===== config.mk =====
export PLATFORM = sky130hd
export DESIGN_NAME = i2c_master_scl_gen
export DESIGN_NICKNAME = d
export VERILOG_FILES = /design/src/rtl/i2c_master_pkg.sv /design/src/rtl/i2c_sync_2ff.sv /design/src/rtl/i2c_master_scl_gen.sv
export SDC_FILE = /design/constraint.sdc
export NUM_CORES = 1
export LEC_CHECK = 0
export CAP_MARGIN = 40
export CORE_UTILIZATION = 45
export CTS_BUF_LIST = sky130_fd_sc_hd__clkbuf_8 sky130_fd_sc_hd__clkbuf_16
export DETAILED_ROUTE_END_ITERATION = 12
export GPL_ROUTABILITY_DRIVEN = 0
export PLACE_DENSITY = 0.68
export SYNTH_ARGS = -nofsm -noshare
export SYNTH_HDL_FRONTEND = slang
export SYNTH_SLANG_ARGS = --single-unit

===== constraint.sdc =====
create_clock -name clk -period 1.9 [get_ports clk]
set_input_delay 0.57 -clock clk [delete_from_list [all_inputs] [get_ports clk]]
set_output_delay 0.57 -clock clk [all_outputs]
set_load 0.02 [all_outputs]

===== src/rtl/i2c_master_pkg.sv =====
// i2c_master_pkg: segment and FSM encodings shared across the I2C master.
package i2c_master_pkg;
    localparam int CLK_DIV_DEFAULT = 125;
    typedef enum logic [1:0] {
        SEG_LOW_A  = 2'd0,
        SEG_LOW_B  = 2'd1,
        SEG_HIGH_A = 2'd2,
        SEG_HIGH_B = 2'd3
    } seg_e;
    typedef enum logic {
        IDLE = 1'b0,
        RUN  = 1'b1
    } state_e;
endpackage


===== src/rtl/i2c_sync_2ff.sv =====
// i2c_sync_2ff: two-flop synchroniser for open-drain pads; resets to the released (high) level.
module i2c_sync_2ff (
    input  logic clk,
    input  logic reset,
    input  logic d,
    output logic q
);
    logic [1:0] sync_q;
    always_ff @(posedge clk) begin
        if (reset) sync_q <= 2'b11;
        else       sync_q <= {sync_q[0], d};
    end
    assign q = sync_q[1];
endmodule


===== src/rtl/i2c_master_scl_gen.sv =====
// i2c_master_scl_gen: four-segment SCL timing generator with stretch freeze in seg2.
module i2c_master_scl_gen
    import i2c_master_pkg::*;
#(
    parameter int CLK_DIV = CLK_DIV_DEFAULT,
    parameter int CNT_W   = $clog2(CLK_DIV)
) (
    input  logic       clk,
    input  logic       reset,
    input  logic       en,
    input  logic       stretch,
    input  logic       scl_in,
    output logic       scl_oe,
    output logic       scl_s,
    output logic [1:0] seg,
    output logic       ne,
    output logic       wbit,
    output logic       pe,
    output logic       rbit,
    output logic       bit_done,
    output logic       busy
);
    localparam logic [CNT_W-1:0] CNT_MAX = CNT_W'(CLK_DIV - 1);
    state_e           state_q, state_d;
    seg_e             seg_q, seg_d;
    logic [CNT_W-1:0] cnt_q, cnt_d;
    logic             oe_q, oe_d, busy_q, busy_d, done_q, done_d;
    logic             ne_q, ne_d, wbit_q, wbit_d, pe_q, pe_d, rbit_q, rbit_d;
    logic             wrap, freeze, new_seg;
    i2c_sync_2ff u_scl_sync (
        .clk   (clk),
        .reset (reset),
        .d     (scl_in),
        .q     (scl_s)
    );
    always_comb begin
        wrap    = cnt_q == CNT_MAX;
        freeze  = seg_q == SEG_HIGH_A && stretch;
        state_d = state_q;
        seg_d   = seg_q;
        cnt_d   = cnt_q;
        if (state_q == IDLE) begin
            if (en) begin
                state_d = RUN;
                seg_d   = SEG_LOW_A;
                cnt_d   = '0;
            end
        end else if (!freeze) begin
            cnt_d = wrap ? '0 : cnt_q + 1'b1;
            if (wrap) begin
                seg_d   = seg_q == SEG_HIGH_B ? SEG_LOW_A : seg_e'(seg_q + 2'd1);
                state_d = (seg_q == SEG_HIGH_B && !en) ? IDLE : RUN;
            end
        end
        // A segment is entered on leaving IDLE or on an unfrozen counter wrap that keeps us running.
        new_seg = state_d == RUN && (state_q == IDLE || (!freeze && wrap));
        ne_d    = new_seg && seg_d == SEG_LOW_A;
        wbit_d  = new_seg && seg_d == SEG_LOW_B;
        pe_d    = new_seg && seg_d == SEG_HIGH_A;
        rbit_d  = new_seg && seg_d == SEG_HIGH_B;
        done_d  = state_d == RUN && seg_d == SEG_HIGH_B && cnt_d == CNT_MAX;
        oe_d    = state_d == RUN && !seg_d[1];
        busy_d  = state_d == RUN;
    end
    always_ff @(posedge clk) begin
        if (reset) begin
            state_q <= IDLE;
            seg_q   <= SEG_LOW_A;
            cnt_q   <= '0;
            oe_q    <= 1'b0;
            busy_q  <= 1'b0;
            done_q  <= 1'b0;
            ne_q    <= 1'b0;
            wbit_q  <= 1'b0;
            pe_q    <= 1'b0;
            rbit_q  <= 1'b0;
        end else begin
            state_q <= state_d;
            seg_q   <= seg_d;
            cnt_q   <= cnt_d;
            oe_q    <= oe_d;
            busy_q  <= busy_d;
            done_q  <= done_d;
            ne_q    <= ne_d;
            wbit_q  <= wbit_d;
            pe_q    <= pe_d;
            rbit_q  <= rbit_d;
        end
    end
    assign scl_oe   = oe_q;
    assign seg      = seg_q;
    assign ne       = ne_q;
    assign wbit     = wbit_q;
    assign pe       = pe_q;
    assign rbit     = rbit_q;
    assign bit_done = done_q;
    assign busy     = busy_q;
endmodule


==> impl_metrics.env <==
export IMPL_outcome="finished clean"
export IMPL_rr_worst_depth=7
export IMPL_min_path_cells=1
export IMPL_vias=922
export IMPL_crit_path_end_kind="flop"
export IMPL_drc=0
export IMPL_path_clk_slew_ns=0.07
export IMPL_fp_coreArea_sq_mm=0.00196
export IMPL_ff_latch_area_sq_um=364
export IMPL_timing_rr_start="seg[0]"
export IMPL_dr_pass1_iters=4
export IMPL_grt_usage_pct=23.1
export IMPL_ys_warn_count=0
export IMPL_final_cell_mix="24 x buf_4, 17 x dfxtp_1, 11 x nor2_1, 11 x clkdlybuf4s50_1, 8 x nand3_1"
export IMPL_hold_violations=0
export IMPL_cts_buffer_depth=2
export IMPL_ir_worst_vdd_mv=0.470
export IMPL_hold_path_end="u_scl_sync.sync_q[1]"
export IMPL_slew_violations=0
export IMPL_yosysTopAreaCell="dfxtp_1"
export IMPL_path_max_fanout=4
export IMPL_h_tree_depth=1
export IMPL_drt_initial_drc_count=45
export IMPL_min_path_type="reg2reg"
export IMPL_io_pins=15
export IMPL_crit_chain="inv_4, ha_4, and2_4, or3_4, o21ai_0, a21oi_1, and2_1"
export IMPL_startpoint_type="flop"
export IMPL_wirelength_mm=2.46
export IMPL_syn_instance_count=106
export IMPL_design_area_sq_mm=0.00135
export IMPL_relSlewSlack_pct=73.3
export IMPL_die_x_um=47.5
export IMPL_r2r_end="scl_oe"
export IMPL_grt_pass1_vias=841
export IMPL_syn_nets=115
export IMPL_synth_area_leaders="dfxtp_1 39%, ha_1 5.4%, nor2_1 4.4%, nand3_1 4.3%, o21ai_0 3.8%"
export IMPL_skew_ns=0.00300
export IMPL_p_leak_uw=0.000553
export IMPL_ff2ff_setup_slack_ns=0.05
export IMPL_n_fill_cell=164
export IMPL_rows=16
export IMPL_hold_start="u_scl_sync.sync_q[0]"
export IMPL_clk_latency_ns=0.26
export IMPL_grt_pass1_wl_mm=3.55
export IMPL_rsz0062_at_grt="yes"
export IMPL_yosysSeqAreaShare_pct=38.7
export IMPL_fp_dieH_um=47.5
export IMPL_layout_commonest_cell="buf_4"
export IMPL_post_dp_hpwl_mm=1.77
export IMPL_io_buffers=14
export IMPL_arrival_ns=2.00
export IMPL_synth_top_area_share_pct=38.7
export IMPL_fmax_ghz=0.541
export IMPL_final_net_count=154
export IMPL_syn_area_sq_um=931
export IMPL_antenna_found_initial=0
export IMPL_power_density_mw_per_mm2=590
export IMPL_tritoncts="yes"
export IMPL_drive_gt1_share_pct=29.2
export IMPL_crit_type="reg2reg"
export IMPL_slowest_delay_ns=0.38
export IMPL_period_needed_ns=1.85
export IMPL_holdBufCountCts=0
export IMPL_diodes=0
export IMPL_cp_data_required_time_ns=2.05
export IMPL_synth_distinct_cells=33
export IMPL_place_area_sq_mm=0.00127
export IMPL_dieArea_sq_mm=0.00225
export IMPL_cts_buffers=3
export IMPL_grt_max_degree=18
export IMPL_finalSetupViolCount=0
export IMPL_cap_violations=0
export IMPL_wire_per_inst_um=14.4
export IMPL_syn_to_final_growth_pct=44.8
export IMPL_clock_sinks=18
export IMPL_slowest_stage="or3_4"
export IMPL_detail_route_antenna_nets=0
export IMPL_total_power_uw=795
export IMPL_multiInputGateArea_sq_um=552
export IMPL_finalCritPeriodShare_pct=97.3
export IMPL_syn_avg_cell_area_sq_um=8.78
export IMPL_ys_ff_latch=18
export IMPL_viasPerCell=5.39
export IMPL_cts_root_buf="clkbuf_8"
export IMPL_worst_pin_slew_ns=0.395
export IMPL_initial_utilization_pct=47.4
export IMPL_overflow=0
## area by class of cell
class                      count  share of cell area (%)
sequential                    18                    27.0
tap                           27                    2.51
timing repair buffer          38                    23.6
multi-input combinational     78                    40.9
clock buffer                   4                    4.09
inverter                       6                    1.86
## cell families after synthesis
kind of cell / Yosys count / share of synthesized area, %
AND/OR/NAND/NOR: 48 / 29.6
multiplexers: 3 / 3.23
buffers and inverters: 10 / 4.57
AO/OA/AOI/OAI: 22 / 17.5
adder cells (fa/ha/maj): 5 / 6.45
flip-flops: 18 / 38.7
## worst max-delay path: cells and delay by family (launching register included)
family,cells,cell delay (ns)
compound gates,2,0.46
flops,1,0.36
buf+inv,1,0.05
simple gates,3,0.71
fa+ha+maj,1,0.15
## cell usage after synthesis
master	n
and2_1	2
maj3_1	1
and3_2	1
and3_1	1
or2_2	2
buf_4	1
and2_0	1
nor3b_1	2
nand2_1	7
o311ai_0	2
o21ai_0	7
a21bo_2	2
inv_1	6
o311a_4	1
clkbuf_2	1
nand4b_1	1
and4bb_1	1
or3_4	1
ha_1	4
a311oi_1	3
clkbuf_1	2
mux2i_1	3
a21oi_1	5
nand4_4	1
dfxtp_1	18
nor4_1	1
nand3b_1	1
a32oi_1	2
nor3_1	3
nor2_1	11
nand3_1	8
or3_1	1
nor2b_1	3
## stage by stage
| stage | worst slack (ns) | hold slack, ns | utilization (%) | TNS, ns | std cells |
|---|---|---|---|---|---|
| 2_1_floorplan | -0.0400 | 0.389 | - | -0.0400 | 106 |
| 3_3_place_gp | -0.375 | 0.400 | 64.5 | -3.27 | 166 |
| 4_1_cts | 0.0383 | 0.416 | 67.5 | 0 | 171 |
| 3_5_place_dp | -0.395 | 0.396 | 64.5 | -3.57 | 166 |
| 5_1_grt | -0.0133 | 0.462 | 68.7 | -0.0133 | 171 |
| 6_report | 0.0515 | 0.423 | 68.7 | 0 | 171 |
## how the worst max path moves through the flow
stage / startpoint / end / depth (start not counted)
after floorplan: seg[0] / bit_done / 7
after global placement: stretch / bit_done / 6
after detailed placement: stretch / bit_done / 6
after CTS: stretch / bit_done / 6
after global routing: seg[0] / bit_done / 7
final: seg[0] / scl_oe / 7
## registers in the layout, summed over array words and instances (netlist names)
register and count:
rbit 1, bit_done 1, pe 1, wbit 1, seg 2, u_scl_sync.sync_q 2, busy 1, ne 1
scl_oe 1, cnt_q 7
## report_power, final
group	internal (uW)	switching, uW	total [uW]
combinational	43.8	48.1	91.9
sequential	384	3.80	388
clock	184	131	315
## layer usage
layer / share of wire, % / routed length [um] / GRT usage (%)
met2: 46 / 1130 / 32.6
met1: 45 / 1100 / 30.3
met5: 0 / 0 / 0
met4: 0.33 / 8 / 5.14
met3: 9.2 / 225 / 13.6
## timing repair
| item | CTS | global route |
|---|---|---|
| gates resized for setup | 3 | 5 |
| endpoints found under the setup margin | 9 | 2 |
| pin swaps | 1 | 0 |
| setup buffers | 1 | 0 |
No activity file was read; power rests on OpenSTA's default activity.
==> variant, RTL diff (same flow settings) <==
The output `bit_done` loses its register stage (`done_q` becomes a continuous assignment).
--- a/src/rtl/i2c_master_scl_gen.sv
+++ b/src/rtl/i2c_master_scl_gen.sv
@@ -70,5 +70,4 @@
             oe_q    <= 1'b0;
             busy_q  <= 1'b0;
-            done_q  <= 1'b0;
             ne_q    <= 1'b0;
             wbit_q  <= 1'b0;
@@ -81,5 +80,4 @@
             oe_q    <= oe_d;
             busy_q  <= busy_d;
-            done_q  <= done_d;
             ne_q    <= ne_d;
             wbit_q  <= wbit_d;
@@ -88,4 +86,6 @@
         end
     end
+
+    assign done_q = done_d;
     assign scl_oe   = oe_q;
     assign seg      = seg_q;
Behaviour: same outputs for any inputs over 10 cycles, from zero or initial values and one cycle with reset high; that may be too few to reach the edited logic, so the function may still have changed.
==> variant against the original RTL <==
The flow now finishes with violations (setup timing). Synthesized cell count down 0.94%. Worst setup slack worse by 0.81 ns. Die area down 2.9%. Global-route usage up 7.9 points. Clock skew up 0.0023 ns. Sequential cell count down 1. Power down 3.9%. First-iteration DRC count up 13%. Wire length up 39%. Sequential share of layout area down 4.9 points. Area after synthesis down 3.1%. Cell area up 16%. Combinational power up 26%. Critical endpoint is now bit_done. Highest routed layer unchanged.
==> variant: results (changes against the original RTL) <==
CP max stage delay: 0.35 ns (-0.03 ns)
Top reg by flops: cnt_q
Worst slew margin: 0.696 (-0.0371)
share of cells above drive strength 1: 0.469 (+0.177)
Detail Placement HPWL: 2070 um (+17%)
final setup vio count: 2 (+2)
Worst VDD drop: 0.483 mV (+2.7%)
mux contribution to synthesized area: 0 (-0.0323)
Area contributors post-synth: dfxtp_1 (38%), ha_1 (5.5%), nand2_1 (3.3%)
Compound-Gate Fraction of Synth Area: 0.211 (+0.0361)
gate count of the mapped netlist: 105 (-0.94%)
Post-Place Worst Slack: -1.42 ns (-1.02 ns)
Post-DP Area: 1350 um^2 (+6.5%)
placed cell count: 175 (+5.4%)
CP max stage cell: dfxtp_4
antenna-violating nets left: 0 (unchanged)
post-synthesis sequential area ratio: 0.377 (-0.00984)
async set-reset flop share out of synthesis: 0 (unchanged)
post-route worst setup slack: -0.760 ns (-0.811 ns)
Tot GR Track Use: 0.311 (+0.0793)
WL per Instance: 18.4 um (+28%)
Setup TNS Final: -0.827 ns (-0.827 ns)
Iter 0 DRT Violations: 51 (+13%)
first-pass GRT wire length: 4690 um (+32%)
CP Max Fanout: 5 (+1)
largest net degree at the start of global routing: 12 (-6)
worst endpoint data arrival time: 2.09 ns (+0.09 ns)
clock buffer depth: 2 (unchanged)
post-synthesis adder-cell area fraction: 0.0555 (-0.00904)
LEAKAGE: 0.679 nW (+23%)
vias in the first global route: 1009 (+20%)
Clock Skew: 0.00532 ns (+0.00232 ns)
final wirelength: 3410 um (+39%)
Yosys cell types: 40 (+21%)
Final #Nets: 170 (+10%)
XOR/XNOR share of the synthesized area: 0.00971 (+0.00971)
status: finished, violations left
Worst-path clk slew: 0.07 ns (about the same)
failing checks: setup timing
Commonest cells post-synth: dfxtp_1 (17), nand2_1 (8), nor2_1 (8), inv_1 (6), a21oi_1 (5)
routed vias/inst: 6.05 (+12%)
Synth warnings: 0 (unchanged)
## variant: cell types whose count changed after synthesis, moves of 3 or more
cell / unedited run / this run
o21ai_0: 7 / 2
a311oi_1: 3 / 0
nor2_1: 11 / 8
mux2i_1: 3 / 0
a31oi_1: 0 / 4
nand4_1: 0 / 4
nand2b_1: 0 / 3
nand3_1: 8 / 3
## variant: cells by family (layout without fill, tap and decap cells)
kind of cell / after synthesis / count (layout)
buf+inv: 11 / 66
compound gates: 26 / 26
flops: 17 / 17
simple gates: 46 / 46
xor+xnor: 1 / 1
fa+ha+maj: 4 / 4
## variant: cell type report
type                    count  area (um^2)
inverters                   6         22.5
well taps                  25         31.3
repair buffers             56          463
multi-input cells          77          659
fillers                    99          233
clock inverters             1         5.00
clock buffers               3         41.3
flip-flops and latches     17          347
## variant: timing repair
item	in CTS	in global routing
buffers inserted	2	4
gates resized for setup	20	15
pin swaps	5	6
endpoints found under the setup margin	12	8
## variant: layer usage
layer	routed length, um	up-vias	track usage
li1	-	498	-
met1	1390	540	0.387
met2	1690	64	0.522
met3	215	18	0.0577
met4	111	0	0.137
met5	0	-	0
## variant: worst paths after layout
kind | from | to | slack [ns] | cells after the start
hold reg to reg | u_scl_sync.sync_q[0]$_SDFF_PP1_ | u_scl_sync.sync_q[1]$_SDFF_PP1_ | 0.42 | 1
setup reg to reg | seg[0]$_SDFF_PP0_ | ne$_SDFF_PP0_ | -0.06 | 10
hold / removal | u_scl_sync.sync_q[0]$_SDFF_PP1_ | u_scl_sync.sync_q[1]$_SDFF_PP1_ | 0.42 | 1
setup / recovery | seg[0]$_SDFF_PP0_ | bit_done | -0.76 | 8
## variant: power by group
part | internal [mW] | switching [mW]
combinational | 0.0538 | 0.0618
clock | 0.146 | 0.132
sequential | 0.364 | 0.00683
total | 0.563 | 0.200
